### src/rtl/i2s_pkg.sv
// Shared types and helpers for the I2S receive sequencer.
package i2s_pkg;

   typedef enum logic [1:0] {
      WAIT_LOCK = 2'd0,
      SETTLE    = 2'd1,
      RUN       = 2'd2
   } state_e;

   localparam int unsigned CLK_DIV_DEF   = 2;
   localparam int unsigned SLOT_W_DEF    = 32;
   localparam int unsigned SAMPLE_W_DEF  = 24;
   localparam int unsigned LOCK_WAIT_DEF = 1024;

   // Bits needed to hold 0..n-1, never less than one.
   function automatic int unsigned clog2(input int unsigned n);
      int unsigned r;
      r = 1;
      while ((64'd1 << r) < 64'(n)) r = r + 1;
      return r;
   endfunction

endpackage

### src/rtl/i2s_rx_clk_ctrl_if.sv
// Frame handshake between the I2S receiver and the sample consumer.
interface i2s_rx_clk_ctrl_if
   import i2s_pkg::*;
#(
   parameter int unsigned SAMPLE_W = SAMPLE_W_DEF
);
   logic [SAMPLE_W-1:0] sample_left;
   logic [SAMPLE_W-1:0] sample_right;
   logic                sample_valid;
   logic                sample_ready;

   modport master (
      output sample_left,
      output sample_right,
      output sample_valid,
      input  sample_ready
   );

   modport slave (
      input  sample_left,
      input  sample_right,
      input  sample_valid,
      output sample_ready
   );
endinterface

### src/rtl/i2s_bclk_gen.sv
// BCLK/WS generator: clk divider, bit counter within the stereo frame and
// the capture strobe marking the clk cycle where bclk rises.
module i2s_bclk_gen
   import i2s_pkg::*;
#(
   parameter int unsigned CLK_DIV = CLK_DIV_DEF,
   parameter int unsigned SLOT_W  = SLOT_W_DEF
) (
   input  logic                           clk,
   input  logic                           rst,
   input  logic                           en,
   output logic                           bclk,
   output logic                           ws,
   output logic                           rise_stb,
   output logic [clog2(2*SLOT_W)-1:0]     bit_cnt
);
   localparam int unsigned DIV_W = clog2(CLK_DIV);
   localparam int unsigned BIT_W = clog2(2*SLOT_W);
   localparam logic [DIV_W-1:0] DIV_LAST = DIV_W'(CLK_DIV - 1);
   localparam logic [BIT_W-1:0] BIT_LAST = BIT_W'(2*SLOT_W - 1);
   localparam logic [BIT_W-1:0] SLOT_B   = BIT_W'(SLOT_W);

   logic [DIV_W-1:0] div_q, div_d;
   logic [BIT_W-1:0] bit_q, bit_d;
   logic             bclk_q, bclk_d;
   logic             ws_q, ws_d;
   logic             term;
   logic             fall_stb;

   // Disabled means held at the idle phase so the first enabled edge is a rise.
   always_comb begin
      div_d    = div_q;
      bit_d    = bit_q;
      bclk_d   = bclk_q;
      ws_d     = ws_q;
      term     = en && (div_q == DIV_LAST);
      rise_stb = term && !bclk_q;
      fall_stb = term && bclk_q;
      if (!en) begin
         div_d  = '0;
         bit_d  = '0;
         bclk_d = 1'b0;
         ws_d   = 1'b0;
      end else begin
         div_d = term ? '0 : div_q + DIV_W'(1);
         if (term) bclk_d = !bclk_q;
         if (fall_stb) begin
            bit_d = (bit_q == BIT_LAST) ? '0 : bit_q + BIT_W'(1);
            ws_d  = (bit_d >= SLOT_B);
         end
      end
   end

   always_ff @(posedge clk) begin
      if (rst) begin
         div_q  <= '0;
         bit_q  <= '0;
         bclk_q <= 1'b0;
         ws_q   <= 1'b0;
      end else begin
         div_q  <= div_d;
         bit_q  <= bit_d;
         bclk_q <= bclk_d;
         ws_q   <= ws_d;
      end
   end

   assign bclk    = bclk_q;
   assign ws      = ws_q;
   assign bit_cnt = bit_q;
endmodule

### src/rtl/i2s_rx_clk_ctrl.sv
// Master-mode I2S receive sequencer: PLL lock gating, serial capture of
// left/right words and a held-frame valid/ready handshake with overrun flag.
module i2s_rx_clk_ctrl
   import i2s_pkg::*;
#(
   parameter int unsigned CLK_DIV   = CLK_DIV_DEF,
   parameter int unsigned SLOT_W    = SLOT_W_DEF,
   parameter int unsigned SAMPLE_W  = SAMPLE_W_DEF,
   parameter int unsigned LOCK_WAIT = LOCK_WAIT_DEF
) (
   input  logic              clk,
   input  logic              rst,
   input  logic              locked,
   output logic              bclk,
   output logic              ws,
   input  logic              sdin,
   i2s_rx_clk_ctrl_if.master smp,
   output logic              overrun,
   input  logic              overrun_clr,
   output logic              running
);
   localparam int unsigned BIT_W = clog2(2*SLOT_W);
   localparam int unsigned LCK_W = clog2(LOCK_WAIT);
   localparam logic [LCK_W-1:0] LCK_LAST = LCK_W'(LOCK_WAIT - 1);
   localparam logic [BIT_W-1:0] SLOT_B   = BIT_W'(SLOT_W);
   localparam logic [BIT_W-1:0] LAST_S   = BIT_W'(SAMPLE_W);

   state_e              state_q, state_d;
   logic [LCK_W-1:0]    lck_q, lck_d;
   logic                running_q, running_d;
   logic [SAMPLE_W-1:0] sh_l_q, sh_l_d, sh_r_q, sh_r_d;
   logic                done_q, done_d;
   logic [SAMPLE_W-1:0] left_q, left_d, right_q, right_d;
   logic                valid_q, valid_d;
   logic                ovr_q, ovr_d;

   logic                gen_en;
   logic                rise_stb;
   logic [BIT_W-1:0]    bit_cnt;
   logic [BIT_W-1:0]    slot;
   logic                is_right;
   logic                cap_bit;

   assign gen_en = (state_q == RUN) && locked;

   i2s_bclk_gen #(
      .CLK_DIV (CLK_DIV),
      .SLOT_W  (SLOT_W)
   ) u_bclk_gen (
      .clk      (clk),
      .rst      (rst),
      .en       (gen_en),
      .bclk     (bclk),
      .ws       (ws),
      .rise_stb (rise_stb),
      .bit_cnt  (bit_cnt)
   );

   // Lock gating: SETTLE needs LOCK_WAIT consecutive locked cycles.
   always_comb begin
      state_d = state_q;
      lck_d   = lck_q;
      case (state_q)
         WAIT_LOCK: begin
            lck_d = '0;
            if (locked) state_d = SETTLE;
         end
         SETTLE: begin
            if (!locked) begin
               state_d = WAIT_LOCK;
               lck_d   = '0;
            end else if (lck_q == LCK_LAST) begin
               state_d = RUN;
               lck_d   = '0;
            end else begin
               lck_d = lck_q + LCK_W'(1);
            end
         end
         RUN:     if (!locked) state_d = WAIT_LOCK;
         default: state_d = WAIT_LOCK;
      endcase
      running_d = (state_d == RUN);
   end

   // Slot bit 0 is the I2S one-bit delay; bits past SAMPLE_W are padding.
   always_comb begin
      is_right = (bit_cnt >= SLOT_B);
      slot     = is_right ? bit_cnt - SLOT_B : bit_cnt;
      cap_bit  = rise_stb && (slot != '0) && (slot <= LAST_S);
      sh_l_d   = sh_l_q;
      sh_r_d   = sh_r_q;
      done_d   = rise_stb && is_right && (slot == LAST_S);
      if (!gen_en) begin
         sh_l_d = '0;
         sh_r_d = '0;
      end else if (cap_bit) begin
         if (is_right) sh_r_d = {sh_r_q[SAMPLE_W-2:0], sdin};
         else          sh_l_d = {sh_l_q[SAMPLE_W-2:0], sdin};
      end
   end

   // A completed frame loads if the slot is free or being accepted, else is lost.
   always_comb begin
      valid_d = valid_q;
      left_d  = left_q;
      right_d = right_q;
      ovr_d   = ovr_q;
      if (valid_q && smp.sample_ready) valid_d = 1'b0;
      if (overrun_clr) ovr_d = 1'b0;
      if (done_q) begin
         if (!valid_q || smp.sample_ready) begin
            valid_d = 1'b1;
            left_d  = sh_l_q;
            right_d = sh_r_q;
         end else begin
            ovr_d = 1'b1;
         end
      end
   end

   always_ff @(posedge clk) begin
      if (rst) begin
         state_q   <= WAIT_LOCK;
         lck_q     <= '0;
         running_q <= 1'b0;
         sh_l_q    <= '0;
         sh_r_q    <= '0;
         done_q    <= 1'b0;
         left_q    <= '0;
         right_q   <= '0;
         valid_q   <= 1'b0;
         ovr_q     <= 1'b0;
      end else begin
         state_q   <= state_d;
         lck_q     <= lck_d;
         running_q <= running_d;
         sh_l_q    <= sh_l_d;
         sh_r_q    <= sh_r_d;
         done_q    <= done_d;
         left_q    <= left_d;
         right_q   <= right_d;
         valid_q   <= valid_d;
         ovr_q     <= ovr_d;
      end
   end

   assign smp.sample_left  = left_q;
   assign smp.sample_right = right_q;
   assign smp.sample_valid = valid_q;
   assign overrun          = ovr_q;
   assign running          = running_q;
endmodule

### src/flat_wrapper.sv
// flat-port wrapper written by rule: the top's interface ports become plain ports
module i2s_rx_clk_ctrl_flat import i2s_pkg::*;
#(
   parameter int unsigned CLK_DIV   = CLK_DIV_DEF,
   parameter int unsigned SLOT_W    = SLOT_W_DEF,
   parameter int unsigned SAMPLE_W  = SAMPLE_W_DEF,
   parameter int unsigned LOCK_WAIT = LOCK_WAIT_DEF
)
  (clk, rst, locked, bclk, ws, sdin, overrun, overrun_clr, running, smp_sample_left, smp_sample_right, smp_sample_valid, smp_sample_ready);
  i2s_rx_clk_ctrl_if #(.SAMPLE_W(SAMPLE_W)) smp_i ();
  input  logic clk;
  input  logic rst;
  input  logic locked;
  output logic bclk;
  output logic ws;
  input  logic sdin;
  output logic overrun;
  input  logic overrun_clr;
  output logic running;
  output wire logic [$bits(smp_i.sample_left)-1:0] smp_sample_left;
  output wire logic [$bits(smp_i.sample_right)-1:0] smp_sample_right;
  output wire logic [$bits(smp_i.sample_valid)-1:0] smp_sample_valid;
  input wire logic [$bits(smp_i.sample_ready)-1:0] smp_sample_ready;
  assign smp_sample_left = smp_i.sample_left;
  assign smp_sample_right = smp_i.sample_right;
  assign smp_sample_valid = smp_i.sample_valid;
  assign smp_i.sample_ready = smp_sample_ready;
  i2s_rx_clk_ctrl #(.CLK_DIV(CLK_DIV), .SLOT_W(SLOT_W), .SAMPLE_W(SAMPLE_W), .LOCK_WAIT(LOCK_WAIT)) u_core (.clk(clk), .rst(rst), .locked(locked), .bclk(bclk), .ws(ws), .sdin(sdin), .smp(smp_i), .overrun(overrun), .overrun_clr(overrun_clr), .running(running));
endmodule
### config.mk
export PLATFORM = sky130hd
export DESIGN_NAME = i2s_rx_clk_ctrl_flat
export DESIGN_NICKNAME = d
export VERILOG_FILES = /design/src/rtl/i2s_pkg.sv /design/src/rtl/i2s_rx_clk_ctrl_if.sv /design/src/rtl/i2s_bclk_gen.sv /design/src/rtl/i2s_rx_clk_ctrl.sv /design/src/flat_wrapper.sv
export SDC_FILE = /design/constraint.sdc
export NUM_CORES = 1
export LEC_CHECK = 0
export BUFFER_PORTS_ARGS = -buffer_cell sky130_fd_sc_hd__buf_2
export CAP_MARGIN = 20
export CORE_UTILIZATION = 25
export CTS_CLUSTER_SIZE = 25
export DETAILED_ROUTE_END_ITERATION = 7
export GPL_TIMING_DRIVEN = 0
export PLACE_DENSITY_LB_ADDON = 0.15
export SYNTH_ARGS = -nofsm -noshare
export SYNTH_HDL_FRONTEND = slang
export SYNTH_SLANG_ARGS = --single-unit
### constraint.sdc
create_clock -name clk -period 3.3 [get_ports clk]
set_input_delay 0.495 -clock clk [delete_from_list [all_inputs] [get_ports clk]]
set_output_delay 0.495 -clock clk [all_outputs]
set_load 0.05 [all_outputs]
==> Word level (Yosys, flattened, before mapping) <==
Index checks and enable logic that the tools add are counted.
{ "totals": {"regBits": 121, "inputBits": 6, "output_inout_bits": 53, "elab_cells": 65} }
{ "classes": {"n_addsub": 4, "order_cmp": 3, "eq_ne": 6, "muxes": 16, "n_bitwise": 2, "reduce_logical": 20} }
{ "ops": {"columns": ["op", "count"], "rows": [
  ["$mux 10", 2],
  ["$pmux 10 s2", 1],
  ["$ge 6x6->1 const B", 2],
  ["$mux 6", 2],
  ["$add 10x1->10 const B", 1],
  ["$eq 10x10->1 const B", 1],
  ["$logic_and 1x1->1", 9],
  ["$mux 2", 4],
  ["$add 6x1->6 const B", 1],
  ["$eq 6x5->1 const B", 1],
  ["$eq 6x6->1 const B", 1],
  ["$le 6x5->1 const B", 1],
  ["$mux 1", 6],
  ["$pmux 2 s3", 1],
  ["$reduce_and 2->1", 3],
  ["$reduce_bool 6->1", 1],
  ["$sub 6x6->6 const B", 1],
  ["$eq 2x2->1 const B", 2],
  ["$reduce_or 3->1", 1],
  ["$eq 2x1->1 const B", 1],
  ["$logic_not 1->1", 2],
  ["$logic_not 2->1", 1],
  ["$not 1->1", 2],
  ["$reduce_bool 2->1", 1],
  ["3 further kinds", 3]
]} }

==> Depth between registers and ports, before layout <==
{ "depth": {"word_depth": 7, "mapped_depth": 7, "depth_no_buf": 6} }

==> Modules after synthesis <==
A second synthesis with hierarchy kept.
{ "hier_totals": {"hier_cells": 560, "area_unflattened_um2": 4859.7} }
{ "modules_own_cells": {"columns": ["mod", "n_inst", "cells_each", "area_each_um2"], "rows": [
  ["i2s_rx_clk_ctrl", 1, 514, 4475.5],
  ["i2s_bclk_gen", 1, 46, 384.1]
]} }

==> Worst setup path before layout <==
OpenSTA, ideal clock, no wires.
{ "synth_path": {"kind": "flip-flop to flip-flop", "start": "reg u_core.valid_q, in the netlist u_core.smp.sample_valid", "end": "reg u_core.right_q[10], in the netlist u_core.smp.sample_right[10]", "arrival_ps": 1692, "slack_ps": 1537, "path_stages_with_launch": 7, "cell_sequence": "dfxtp_1 -> nor2b_1 -> nand2b_1 -> buf_2 -> buf_1 -> nand2_1 -> a21oi_1"} }
{ "synth_between": {"elab_chain_cells": 3} }
{ "synth_rtl": {"columns": ["element", "line", "source"], "rows": [
  ["start, declared", "i2s_rx_clk_ctrl.sv:34", "logic valid_q, valid_d;"],
  ["start signal, assigned", "i2s_rx_clk_ctrl.sv:142", "valid_q <= valid_d;"],
  ["$logic_not 1->1", "i2s_rx_clk_ctrl.sv:111", "if (!valid_q || smp.sample_ready) begin"],
  ["$logic_or 1x1->1", "i2s_rx_clk_ctrl.sv:111", null],
  ["$reduce_and 2->1 (no line)", null, null],
  ["end signal, assigned", "i2s_rx_clk_ctrl.sv:141", "right_q <= right_d;"],
  ["end, declared", "i2s_rx_clk_ctrl.sv:33", "logic [SAMPLE_W-1:0] left_q, left_d, right_q, right_d;"]
]} }
Every way passes these cells.
A chain may end at the register's enable or synchronous reset.

==> Worst setup path in the final report <==
{ "layout_path": {"start": "reg u_core.valid_q, in the netlist u_core.smp.sample_valid", "end": "reg u_core.right_q[1], in the netlist u_core.smp.sample_right[1]"} }
The elaborated chain is that of the path after synthesis.

==> summary.md <==
| Metric | Value |
|---|---|
| Number of hold-slack violations in the final timing report | `0` |
| P_sw | `0.661 mW` |
| Endpoint class of the critical path | `flop` |
| Worst-margin pin slew | `0.704 ns` |
| Setup-violating endpoint count in the final report | `0` |
| Synthesized flop and latch total | `121` |
| Post-Synthesis Cells | `568` |
| Post-route total power | `3.40 mW` |
| Core footprint | `18800 sq um` |
| # IOs | `59` |
| Chip Width | `141 microns` |
| Final critical delay including setup and external delays | `1.92 ns` |
| CTS tree | `done` |
| Proportion of power drawn by flip-flops and latches | `43.1%` |
| Max Freq | `0.520 GHz` |
| Mean area per synthesized cell | `8.44 sq um` |
| Fraction of the core area covered by cells at the end of the flow | `31.9%` |
| Number of buffers on the longest clock path | `2` |
| Total Routed Length | `12100 microns` |
| Vias in the first global route | `4007` |
| Inserted Clock Buffers | `17` |
| Vias after detailed routing | `4160` |
| DP Area | `5370 sq um` |
| Biggest area contributors in the synthesized netlist | `sky130_fd_sc_hd__dfxtp_1 (51%), sky130_fd_sc_hd__a21oi_1 (9.0%), sky130_fd_sc_hd__nand2_1 (8.4%)` |
| Deepest level of the CTS H-tree | `4` |
| Area of all sequential standard cells | `2420 sq um` |
| Hold/Removal Path Class | `input port to flop` |
| CP Class | `flop to flop` |
| Number of pins with negative max-slew slack in the final report | `0` |
| RSZ-0062 raised after global routing | `false` |
| Initial standard-cell utilization of the core | `25.6%` |
| Worst hold margin | `0.367 ns` |
| Placed instance count | `859` |
| DP Worst Slack | `1.09 ns` |
| Summed area of non-filler cells in the final layout | `5980 sq um` |
| Period Utilization, post-route | `58.3%` |
| Endpoint of the lowest-slack register-to-register path | `u_core.smp.sample_right[1]$_SDFFE_PP0P_` |
| Share of flip-flops with an asynchronous set or reset | `0%` |
| Clock tree root buffer cell | `sky130_fd_sc_hd__clkbuf_16` |
| End of the critical path | `u_core.smp.sample_right[1]$_SDFFE_PP0P_` |
| Buffer count from post-CTS setup fixing | `0` |
| Row count | `50` |
| Filler Cell Count | `2005` |
| Sequential element share of the synthesized area | `50.5%` |
| Iter 0 DRT Violations | `258` |
| Number of diodes | `0` |
| Number of antenna violations at the first check in global routing | `0` |
| Weighted congestion at the end of routability-driven global placement | `0.733` |
| Cell depth of the worst hold path | `3` |
| Share of power burned in the clock network | `56.1%` |
| Number of enable-type register cells in the synthesized netlist | `0` |
| Setup crit start kind | `flop` |
| Area of the mapped netlist | `4800 sq um` |
| Worst clock skew on the final layout | `0.0145 ns` |
| Post-route ant nets | `0` |
| Nets in the synthesized netlist | `577` |
| Post-Route Setup TNS | `0 ns` |
| Synthesis Warnings | `0` |
| Final-stage net count | `653` |
| Global router's overall resource usage | `13.0%` |
| Fraction of power consumed by combinational cells | `0.8%` |
| Non-Filler Instances | `891` |
| Ratio of cells with drive above 1 in the final layout | `20.5%` |
| Leakage power figure | `2.04 nW` |
| Worst Slack Setup Final | `1.38 ns` |
| Critical path arrival | `2.26 ns` |
| Result of the run | `finished, final reports clean` |
| Start point of the critical path | `u_core.smp.sample_valid$_SDFF_PP0_` |
| Count of unique library cells instantiated by Yosys | `46` |
| Overall die area | `19700 sq um` |
| Most repeated cell in the gate-level netlist after synthesis | `sky130_fd_sc_hd__dfxtp_1` |
| Max-cap violation count | `0` |
| Area share of the leading cell type in the synthesized netlist | `50.5%` |
| Max-Slew Margin vs Limit | `52.8%` |
| Flip-flop cell with the highest count after synthesis | `sky130_fd_sc_hd__dfxtp_1` |
| Maximum number of pins on one net before global-route repair | `17` |
| Top cells by count, synth | `sky130_fd_sc_hd__dfxtp_1 (121), sky130_fd_sc_hd__nand2_1 (107), sky130_fd_sc_hd__a21oi_1 (86), sky130_fd_sc_hd__nand3_1 (57), sky130_fd_sc_hd__o21ai_1 (40)` |
| Internal power consumption | `2.73 mW` |
| Number of port buffers | `57` |
| Die Y-Extent | `141 microns` |
| Via-to-Cell Ratio | `4.67` |
| Reg-to-reg setup timing slack | `1.38 ns` |
| Required time of the critical path | `3.64 ns` |
| DRC | `0` |
| Share of total power consumed by net switching | `19.5%` |
| Worst-case reg-to-reg path depth | `6` |
| Number of iterations in the first detailed-routing pass | `4` |
| Detailed-route wire length per cell | `13.6 microns` |
| VDD IR max | `0.000330 V` |
| Total global routing overflow | `0` |
| Multi-input gate area in the final layout | `2110 sq um` |
| Detailed placer's ending HPWL | `8560 microns` |
| Reg-to-reg startpoint | `u_core.smp.sample_valid$_SDFF_PP0_` |
| First-pass GRT wire length | `20000 microns` |
| Layout overhead on the synthesized area | `24.8%` |
| Yosys top cell by area | `sky130_fd_sc_hd__dfxtp_1` |
| Clk Latency, worst-skew pair | `0.42 ns` |
| Number of buffers inserted for hold repair after clock tree synthesis | `0` |
| Number of resized instances in the post-cts repair step | `0` |
| CP max FO | `10` |
| Pwr per Cell Area | `567 nW/um^2` |
| Clock transition at the registers of the reported paths | `0.06 ns` |
| Number of sinks handled by clock tree synthesis | `121` |
==> kinds of logic after synthesis <==
family	count (synthesis)	synth area share, %
compound gates	178	21.9
xor+xnor	3	0.548
fa+ha+maj	3	0.783
buf+inv	49	5.53
flops	121	50.5
mux	1	0.209
simple gates	213	20.6
==> state kept, by name, indices dropped and copies added, names as in the netlist <==
signal	flops
u_core.u_bclk_gen.div_q	1
u_core.sh_r_q	24
u_core.lck_q	10
u_core.u_bclk_gen.bit_cnt	6
u_core.smp.sample_left	24
u_core.u_bclk_gen.bclk	1
u_core.overrun	1
u_core.done_q	1
u_core.running	1
u_core.state_q	2
u_core.sh_l_q	24
u_core.smp.sample_right	24
u_core.u_bclk_gen.ws	1
u_core.smp.sample_valid	1
==> layout make-up <==
| type | count | area share [%] |
|---|---|---|
| clock inverters | 7 | 1.90 |
| well taps | 234 | 4.89 |
| plain buffers | 45 | 4.18 |
| multi-input cells | 398 | 35.2 |
| clock buffers | 25 | 8.28 |
| flip-flops and latches | 121 | 40.5 |
| inverters | 4 | 0.251 |
| repair buffers | 57 | 4.77 |
==> worst max-delay path: stages (launching register included) <==
cell                       delay, ns
sky130_fd_sc_hd__dfxtp_1        0.33
sky130_fd_sc_hd__nor2b_1        0.33
sky130_fd_sc_hd__nand2b_1       0.26
sky130_fd_sc_hd__buf_2          0.28
sky130_fd_sc_hd__buf_1          0.39
sky130_fd_sc_hd__nand2_1        0.10
sky130_fd_sc_hd__a21oi_1        0.16
==> cell usage in the layout (no fill, tap or decap), drive strengths merged, types with 2 or more instances in the layout <==
cell,Yosys,routed
a211oi,4,4
a21oi,106,106
a31oi,9,9
and2,2,2
and3,6,6
buf,25,82
bufinv,0,3
clkbuf,20,45
clkinv,1,5
dfxtp,121,121
ha,3,3
inv,3,3
nand2,107,107
nand2b,4,4
nand3,58,58
nand3b,3,3
nand4,3,3
nor2,14,14
nor2b,4,4
nor3,2,2
o21ai,54,54
or3,3,3
xor2,2,2
==> worst min-delay path by stage <==
stage	from	to	slack, ns
after floorplan	u_core.u_bclk_gen.div_q$_SDFF_PP0_	u_core.u_bclk_gen.div_q$_SDFF_PP0_	0.42
after global placement	u_core.u_bclk_gen.div_q$_SDFF_PP0_	u_core.u_bclk_gen.div_q$_SDFF_PP0_	0.44
after detailed placement	u_core.smp.sample_right[15]$_SDFFE_PP0P_	u_core.smp.sample_right[15]$_SDFFE_PP0P_	0.44
after CTS	sdin	u_core.sh_l_q[0]$_SDFFE_PP0P_	0.35
after global routing	sdin	u_core.sh_r_q[0]$_SDFFE_PP0P_	0.38
final	sdin	u_core.sh_l_q[0]$_SDFFE_PP0P_	0.37
==> power groups by stage <==
stage / combinational (mW) / sequential, mW / clock [mW]
6_report: 0.0273 / 1.46 / 1.90
2_1_floorplan: 0.0152 / 1.49 / 0
3_3_place_gp: 0.0276 / 1.50 / 0
3_5_place_dp: 0.0279 / 1.50 / 0
4_1_cts: 0.0280 / 1.46 / 1.96
5_1_grt: 0.0301 / 1.46 / 2.02
==> per-layer routing <==
layer  up-vias  wire length (microns)  track usage (%)
met2        78                   5460             20.3
li1       2136                      -                -
met3        13                    469             4.07
met1      1933                   6030             16.6
met4         0                    161             5.15
met5         -                      0                0
Note: power is estimated with default switching activity, not from simulation.
